File: src/rtl/issue_scoreboard_if.sv
// issue_scoreboard_if: decode/writeback bundle between the core and the issue scoreboard.
interface issue_scoreboard_if #(
  parameter int NUM_REGS  = 32,
  parameter int REG_WIDTH = 5
);
  logic                           flush;
  logic                           id_valid;
  logic [REG_WIDTH-1:0]           id_a1;
  logic [REG_WIDTH-1:0]           id_a2;
  logic [REG_WIDTH-1:0]           id_rd;
  logic                           id_register_write;
  logic [3:0]                     id_exe_pipe;
  logic [3:0]                     wb_valid;
  logic [3:0][REG_WIDTH-1:0]      wb_rd;
  logic                           lsu_done;
  logic [3:0]                     issue_valid;
  logic                           stall;
  logic [NUM_REGS-1:0]            busy_regs;
  logic                           div_busy;
  modport master (
    output flush, id_valid, id_a1, id_a2, id_rd, id_register_write, id_exe_pipe,
           wb_valid, wb_rd, lsu_done,
    input  issue_valid, stall, busy_regs, div_busy
  );
  modport slave (
    input  flush, id_valid, id_a1, id_a2, id_rd, id_register_write, id_exe_pipe,
           wb_valid, wb_rd, lsu_done,
    output issue_valid, stall, busy_regs, div_busy
  );
endinterface

File: src/rtl/issue_scoreboard.sv
// issue_scoreboard: register busy tracking plus DIV/LSU structural checks gating issue to the pipes.
// Optional SCOREBOARD_BYPASS_EN lets same-cycle writebacks release waiting consumers.
module issue_scoreboard #(
  parameter int NUM_REGS            = 32,
  parameter int REG_WIDTH           = 5,
  parameter int LSU_MAX_OUTSTANDING = 4
) (
  input logic                  clk,
  input logic                  rst,
  issue_scoreboard_if.slave    sb
);
  localparam int CW = $clog2(LSU_MAX_OUTSTANDING + 1);
  logic [NUM_REGS-1:0] busy_q, busy_d, clr_mask, set_mask, hz_busy;
  logic                div_busy_q, div_busy_d, div_hz;
  logic [CW-1:0]       lsu_count_q, lsu_count_d;
  logic                raw, waw, struct_blk, req, can_issue, lsu_inc, lsu_dec;
  always_comb begin
    clr_mask = '0;
    for (int p = 0; p < 4; p++)
      if (sb.wb_valid[p] && sb.wb_rd[p] != '0) clr_mask[sb.wb_rd[p]] = 1'b1;
  end
`ifdef SCOREBOARD_BYPASS_EN
  assign hz_busy = busy_q & ~clr_mask;
  assign div_hz  = div_busy_q & ~sb.wb_valid[2];
`else
  assign hz_busy = busy_q;
  assign div_hz  = div_busy_q;
`endif
  assign raw        = (sb.id_a1 != '0 && hz_busy[sb.id_a1]) || (sb.id_a2 != '0 && hz_busy[sb.id_a2]);
  assign waw        = sb.id_register_write && sb.id_rd != '0 && hz_busy[sb.id_rd];
  assign struct_blk = (sb.id_exe_pipe[2] && div_hz) ||
                      (sb.id_exe_pipe[3] && lsu_count_q == CW'(LSU_MAX_OUTSTANDING));
  // reset gates the request so outputs are quiet while rst is low
  assign req        = rst && sb.id_valid && !sb.flush && sb.id_exe_pipe != '0;
  assign can_issue  = req && !raw && !waw && !struct_blk;
  always_comb begin
    set_mask = '0;
    if (can_issue && sb.id_register_write && sb.id_rd != '0) set_mask[sb.id_rd] = 1'b1;
  end
  assign busy_d      = (busy_q & ~clr_mask) | set_mask;
  assign div_busy_d  = (can_issue && sb.id_exe_pipe[2]) ? 1'b1 : sb.wb_valid[2] ? 1'b0 : div_busy_q;
  assign lsu_inc     = can_issue && sb.id_exe_pipe[3];
  assign lsu_dec     = sb.lsu_done && lsu_count_q != '0;
  assign lsu_count_d = (lsu_inc && !lsu_dec) ? lsu_count_q + CW'(1) :
                       (lsu_dec && !lsu_inc) ? lsu_count_q - CW'(1) : lsu_count_q;
  always_ff @(posedge clk or negedge rst) begin
    if (!rst) begin
      busy_q      <= '0;
      div_busy_q  <= 1'b0;
      lsu_count_q <= '0;
    end else begin
      busy_q      <= busy_d;
      div_busy_q  <= div_busy_d;
      lsu_count_q <= lsu_count_d;
    end
  end
  assign sb.issue_valid = can_issue ? sb.id_exe_pipe : 4'b0000;
  assign sb.stall       = req && !can_issue;
  assign sb.busy_regs   = busy_q;
  assign sb.div_busy    = div_busy_q;
endmodule
File: src/flat_wrapper.sv
// flat-port wrapper written by rule: the top's interface ports become plain ports
module issue_scoreboard_flat 
#(
  parameter int NUM_REGS            = 32,
  parameter int REG_WIDTH           = 5,
  parameter int LSU_MAX_OUTSTANDING = 4
)
  (clk, rst, sb_flush, sb_id_valid, sb_id_a1, sb_id_a2, sb_id_rd, sb_id_register_write, sb_id_exe_pipe, sb_wb_valid, sb_wb_rd, sb_lsu_done, sb_issue_valid, sb_stall, sb_busy_regs, sb_div_busy);
  issue_scoreboard_if #(.NUM_REGS(NUM_REGS), .REG_WIDTH(REG_WIDTH)) sb_i ();
  input logic clk;
  input logic rst;
  input wire logic [$bits(sb_i.flush)-1:0] sb_flush;
  input wire logic [$bits(sb_i.id_valid)-1:0] sb_id_valid;
  input wire logic [$bits(sb_i.id_a1)-1:0] sb_id_a1;
  input wire logic [$bits(sb_i.id_a2)-1:0] sb_id_a2;
  input wire logic [$bits(sb_i.id_rd)-1:0] sb_id_rd;
  input wire logic [$bits(sb_i.id_register_write)-1:0] sb_id_register_write;
  input wire logic [$bits(sb_i.id_exe_pipe)-1:0] sb_id_exe_pipe;
  input wire logic [$bits(sb_i.wb_valid)-1:0] sb_wb_valid;
  input wire logic [$bits(sb_i.wb_rd)-1:0] sb_wb_rd;
  input wire logic [$bits(sb_i.lsu_done)-1:0] sb_lsu_done;
  output wire logic [$bits(sb_i.issue_valid)-1:0] sb_issue_valid;
  output wire logic [$bits(sb_i.stall)-1:0] sb_stall;
  output wire logic [$bits(sb_i.busy_regs)-1:0] sb_busy_regs;
  output wire logic [$bits(sb_i.div_busy)-1:0] sb_div_busy;
  assign sb_i.flush = sb_flush;
  assign sb_i.id_valid = sb_id_valid;
  assign sb_i.id_a1 = sb_id_a1;
  assign sb_i.id_a2 = sb_id_a2;
  assign sb_i.id_rd = sb_id_rd;
  assign sb_i.id_register_write = sb_id_register_write;
  assign sb_i.id_exe_pipe = sb_id_exe_pipe;
  assign sb_i.wb_valid = sb_wb_valid;
  assign sb_i.wb_rd = sb_wb_rd;
  assign sb_i.lsu_done = sb_lsu_done;
  assign sb_issue_valid = sb_i.issue_valid;
  assign sb_stall = sb_i.stall;
  assign sb_busy_regs = sb_i.busy_regs;
  assign sb_div_busy = sb_i.div_busy;
  issue_scoreboard #(.NUM_REGS(NUM_REGS), .REG_WIDTH(REG_WIDTH), .LSU_MAX_OUTSTANDING(LSU_MAX_OUTSTANDING)) u_core (.clk(clk), .rst(rst), .sb(sb_i));
endmodule
File: config.mk
export PLATFORM = sky130hd
export DESIGN_NAME = issue_scoreboard_flat
export DESIGN_NICKNAME = d
export VERILOG_FILES = /design/src/rtl/issue_scoreboard_if.sv /design/src/rtl/issue_scoreboard.sv /design/src/flat_wrapper.sv
export SDC_FILE = /design/constraint.sdc
export NUM_CORES = 1
export LEC_CHECK = 0
export ABC_AREA = 1
export CAP_MARGIN = 10
export CORE_MARGIN = 4
export CORE_UTILIZATION = 44
export DETAILED_ROUTE_END_ITERATION = 6
export PLACE_DENSITY_LB_ADDON = 0.25
export SYNTH_ARGS = -nofsm -noshare
export SYNTH_HDL_FRONTEND = slang
export SYNTH_SLANG_ARGS = --single-unit
File: constraint.sdc
create_clock -name clk -period 2.2 [get_ports clk]
set_input_delay 0.44 -clock clk [delete_from_list [all_inputs] [get_ports clk]]
set_output_delay 0.44 -clock clk [all_outputs]
set_load 0.1 [all_outputs]
# == Word level (Yosys, flattened, before mapping) ==
# Index checks and enable logic that the tools add are counted.
# totals
regBits,36
latchBits,0
mem_bits_rw,0
mem_bits_ro,0
in_bits,49
output_inout_bits,38
elab_cells,99
n_memories,0
# op_classes
n_addsub,2
multipliers,0
n_div,0
n_lt_le_gt_ge,12
eq_ne,1
shift,0
mux,26
bitwise_logic,6
reduce_logical,49
# op_table
cell,n
$mux 32,5
$or 32x32->32,4
$lt 5x6->1 const B,7
$reduce_bool 5->1,7
$and 32x32->32,1
$not 32->32,1
$logic_and 1x1->1,29
$demux 1 s5,5
$ge 5x1->1 const B,5
$bmux 1 s5,3
$mux 1,10
$logic_not 1->1,7
$mux 3,2
$mux 4,1
$reduce_bool 2->1,2
$reduce_bool 4->1,1
$add 3x1->3 const B,1
$eq 3x3->1 const B,1
$reduce_bool 3->1,1
$sub 3x1->3 const B,1
$logic_or 1x1->1,2

# == Logic depth before layout (Yosys ltp) ==
# logic_depth
word_depth,14
mapped_depth,21
mapped_depth_nobuf,19

# == Worst setup path before layout ==
# Ideal clock, no wire load.
# synth_timing
kind,register to register
from,reg u_core.busy_q[6] (netlist: u_core.sb.busy_regs[6])
to,reg u_core.lsu_count_q[2]
setup_ps,131
t_arrival_ps,4135
required_time_ps,2069
path_slack_ps,-2066
stages_incl_launch_ff,18
n_path_buf,0
period_less_slack_ps,4266
cell_sequence,dfrtp_1 -> inv_1 -> o21ai_0 -> nand2_1 -> nand2_1 -> nand2_1 -> nand2_1 -> nor2_1 -> nand2_1 -> a21oi_2 -> nand2_1 -> nor2_1 -> ha_1 -> inv_1 -> fa_1 -> a21oi_1 -> o21ai_0 -> xor2_1
# synth_between
elab_chain_cells,12
elab_cells_between_ends,21
classes_between,mux: 7; reduce/logical: 14
# synth_lines
item,line,text
from (decl),issue_scoreboard.sv:13,"logic [NUM_REGS-1:0] busy_q, busy_d, clr_mask, set_mask, hz_busy;"
from (signal assigned),issue_scoreboard.sv:52,busy_q <= busy_d;
$bmux 1 s5,issue_scoreboard.sv:29,assign raw = (sb.id_a1 != '0 && hz_busy[sb.id_a1]) || (sb.id_a2 != '0 && hz_busy[sb.id_a2]);
$mux 1 (implied by the code),issue_scoreboard.sv:29,
$logic_and 1x1->1,issue_scoreboard.sv:29,
$logic_or 1x1->1,issue_scoreboard.sv:29,
$logic_not 1->1,issue_scoreboard.sv:35,assign can_issue = req && !raw && !waw && !struct_blk;
$logic_and 1x1->1,issue_scoreboard.sv:35,
$logic_and 1x1->1 (*) (2 in a row),issue_scoreboard.sv:35,
$logic_and 1x1->1 (*),issue_scoreboard.sv:42,assign lsu_inc = can_issue && sb.id_exe_pipe[3];
$logic_not 1->1,issue_scoreboard.sv:45,(lsu_dec && !lsu_inc) ? lsu_count_q - CW'(1) : lsu_count_q;
$logic_and 1x1->1,issue_scoreboard.sv:45,
$reduce_bool 2->1 (no source line),n/a,
to (signal assigned),issue_scoreboard.sv:54,lsu_count_q <= lsu_count_d;
to (decl),issue_scoreboard.sv:15,"logic [CW-1:0] lsu_count_q, lsu_count_d;"
# Every way passes the cells marked *; elsewhere a longest branch is shown, timed or not. The select of a mux whose other input is x is not followed.
# A chain may end at the register's enable or synchronous reset.

# == Worst setup path in the final report ==
# layout_timing
from,reg u_core.busy_q[7] (netlist: u_core.sb.busy_regs[7])
to,reg u_core.lsu_count_q[2]
# The elaborated chain is that of the path after synthesis.

==> qor.yml <==
worst_setup_path:
  cp_slowest_cell: "dfrtp_4"
  reg2reg_from: "u_core.sb.busy_regs[7]"
  cpPeakStageDelay_ns: 0.49
  cp_cell_sequence: "buf_4 -> nand2_1 -> o21ai_2 -> nand2_1 -> nand2_1 -> nand2_1 -> nand2_1 -> nor2_1 -> nand2_1 -> a21oi_4 -> nand2_4 -> nor2_4 -> ha_4 -> inv_4 -> fa_2 -> a21oi_2 -> o21ai_1 -> xor2_1"
  regToRegEndpoint: "u_core.lsu_count_q[2]"
  crit_required_ns: 2.41
  critPathMaxFanout: 2
  crit_family: "simple AND/OR/NAND/NOR gates"
  r2r_slack_ns: -0.73
  reg2reg_depth: 18
  crit_buf_inv: 2
  critical_path_class: "reg -> reg"
  cp.arrival_ns: 3.14
  cp-start-kind: "register"
  crit_top_cell: "nand2_1"
  setup.worst_path.start: "u_core.sb.busy_regs[7]"
  setup.worst_path.end_class: "register"
layout:
  diodes: 0
  area_growth_pct: 70.4
  multi_input_area_mm2: 0.00276
  finalNetCount: 1017
  seqCellArea_mm2: 0.00102
  n_fill_cell: 600
  drive_above_1_share: 0.358
global_route:
  grtUsageTotal: 0.388
  antenna_found_initial: 0
  grt_pass1_wl_um: 33200
  grtUsageMet3: 0.115
  gr-total-overflow: 0
  grt_pass1_vias: 6332
  met1_usage: 0.477
  grt_max_degree: 37
  top_usage_layer: "met2"
  grtUsageMet2: 0.604
drt:
  dr.first_iter.drc_count: 1230
  antenna_left: 0
  vias_per_cell: 6.18
  route.detailed.drc: 165
  wl_per_cell_um: 21.0
  via_count: 6641
  routed_wirelength_um: 22500
  firstDrtPassIters: 7
clocking:
  clock_latency_ns: 0.31
  cts_sinks: 36
  cts_max_level: 2
  ctsRootBufferMaster: "clkbuf_8"
  cts_tree: "yes"
  cts_inserted_buffers: 5
  cts.path.max_buffers: 2
  clkTransAtPathRegs_ns: 0.08
floorplan:
  core_mm2: 0.00881
  die_area_mm2: 0.0107
  die_h_um: 104
  num_io_pins: 87
  row_count: 34
  initial_utilization: 0.456
  die_w_um: 104
synthesis:
  yosysUniqueCellTypes: 33
  synth_area_mm2: 0.00401
  yosysSeqAreaShare: 0.224
  synthCells: 716
  synth_seq_cells: 36
  syn_avg_cell_area_um2: 5.61
  yosysWarnings: 0
  syn_nets: 767
sta:
  setup_viol: 39
  rsz0062_at_grt: "yes"
  fin_tns_setup_ns: -8.89
  clock.fmax_ghz: 0.342
  tightest_slew_ns: 0.552
  finalWorstSetupSlack_ns: -0.727
  slew_headroom: 0.632
  fin_worst_skew_ns: 0.00783
  hold_viol_final: 0
  min_period_ns: 2.93
  final.period_utilization: 1.33
  drv_slew: 0
pwr:
  p_leak_nw: 3.51
  finalPower_w: 0.00351
  cellPowerDensity_mw_per_mm2: 513
  ir_drop_mv: 0.728
placement:
  io_buffer_count: 86
  hpwlAfterDp_um: 15200
  gp_congestion: 1.02
  post-place-ws_ns: -1.04
job:
  maxCapViolCount: 0
status:
  status: "complete, but fails checks"
  failed_checks: "design-rule violations, negative setup slack"
worst_hold_path:
  min_path_type: "in -> async"
-- worst max path at each step --
stage	to	slack, ns	cells past startpoint
CTS	sb_issue_valid[2]	-0.40	16
detailed placement	u_core.lsu_count_q[2]	-1.04	19
global route	u_core.lsu_count_q[2]	-0.80	18
global placement	u_core.lsu_count_q[2]	-0.91	19
finish	u_core.lsu_count_q[2]	-0.73	18
floorplan	u_core.lsu_count_q[2]	-0.82	17
-- final cells by class --
type	instances	share of cell area
clock buffers	6	0.0106
clock inverters	1	0.000732
inverters	113	0.0706
multi-input cells	543	0.404
flip-flops and latches	36	0.149
well taps	108	0.0198
repair buffers	265	0.343
repair inverters	2	0.00201
-- flip-flops by register name, summed over array words and instances (netlist names) --
| register | flops |
|---|---|
| u_core.lsu_count_q | 3 |
| u_core.sb.busy_regs | 32 |
| u_core.sb.div_busy | 1 |
-- metrics by stage --
step / area (um^2) / instances / hold WS (ns) / utilization
2_1_floorplan: 4230 / 716 / 0.144 / -
4_1_cts: 6620 / 1059 / 0.260 / 0.752
5_1_grt: 6840 / 1074 / 0.253 / 0.776
6_report: 6840 / 1074 / 0.217 / 0.776
3_5_place_dp: 6190 / 1038 / 0.535 / 0.703
3_3_place_gp: 6190 / 1038 / 0.513 / 0.703
-- where the power goes --
group | switching, W | internal (W)
logic | 0.00133 | 0.000799
registers | 0.0000933 | 0.000783
clock network | 0.000283 | 0.000216
total | 0.00171 | 0.00180
-- layer usage --
metal,wire length (um),share of wire
met2,9660,0.43
met1,7910,0.35
met5,0,0
met4,1840,0.082
met3,3120,0.14
-- synth_stat cells --
| cell | number | area, um^2 |
|---|---|---|
| a211oi_1 | 1 | 7.51 |
| a21oi_1 | 19 | 95.1 |
| a21oi_2 | 1 | 8.76 |
| a221oi_1 | 6 | 52.6 |
| a22oi_1 | 6 | 45.0 |
| a31oi_1 | 6 | 37.5 |
| a32oi_1 | 1 | 8.76 |
| buf_2 | 13 | 65.1 |
| buf_4 | 6 | 45.0 |
| buf_6 | 1 | 11.3 |
| clkbuf_1 | 4 | 15.0 |
| clkinv_1 | 1 | 3.75 |
| dfrtp_1 | 36 | 901 |
| fa_1 | 1 | 20.0 |
| ha_1 | 1 | 12.5 |
| inv_1 | 109 | 409 |
| inv_2 | 3 | 11.3 |
| mux2_2 | 1 | 11.3 |
| nand2_1 | 254 | 953 |
| nand3_1 | 62 | 310 |
| nand4_1 | 34 | 213 |
| nor2_1 | 71 | 267 |
| nor2_2 | 1 | 6.26 |
| nor3_1 | 26 | 130 |
| nor4_1 | 2 | 12.5 |
| o2111ai_1 | 17 | 149 |
| o211ai_1 | 14 | 105 |
| o21ai_0 | 14 | 70.1 |
| o21ai_1 | 1 | 5.00 |
| o221ai_1 | 1 | 8.76 |
| or2_2 | 1 | 6.26 |
| xnor2_1 | 1 | 8.76 |
| xor2_1 | 1 | 8.76 |
-- cells by family (layout without fill, tap and decap cells) --
logic type                 after synthesis  after routing  share of synthesized area
AOI/OAI and AO/OA                       87             87                      0.148
xor gates and xnor gates                 2              2                    0.00436
adders and majority gates                2              2                    0.00810
buffers and inverters                  137            387                      0.140
DFF                                     36             36                      0.224
muxes                                    1              1                    0.00281
and+or+nand+nor                        451            451                      0.473
-- placed cells by master, fill, tap and decap left out, types with 18 or more instances in the layout --
master,count
nand3_1,60
nand2_1,239
inv_1,73
inv_2,23
dfrtp_4,32
nor3_1,18
clkdlybuf4s50_1,34
nand4_1,34
buf_6,29
nor2_1,63
buf_4,178
-- what timing repair did --
| action | CTS | global route |
|---|---|---|
| gates resized for setup | 100 | 34 |
| buffers inserted | 11 | 15 |
| hold buffers | 0 | 0 |
| pin swaps | 11 | 20 |
| endpoints found under the setup margin | 39 | 39 |
| gates cloned | 3 | 0 |
Note: power is estimated with default switching activity, not from simulation.
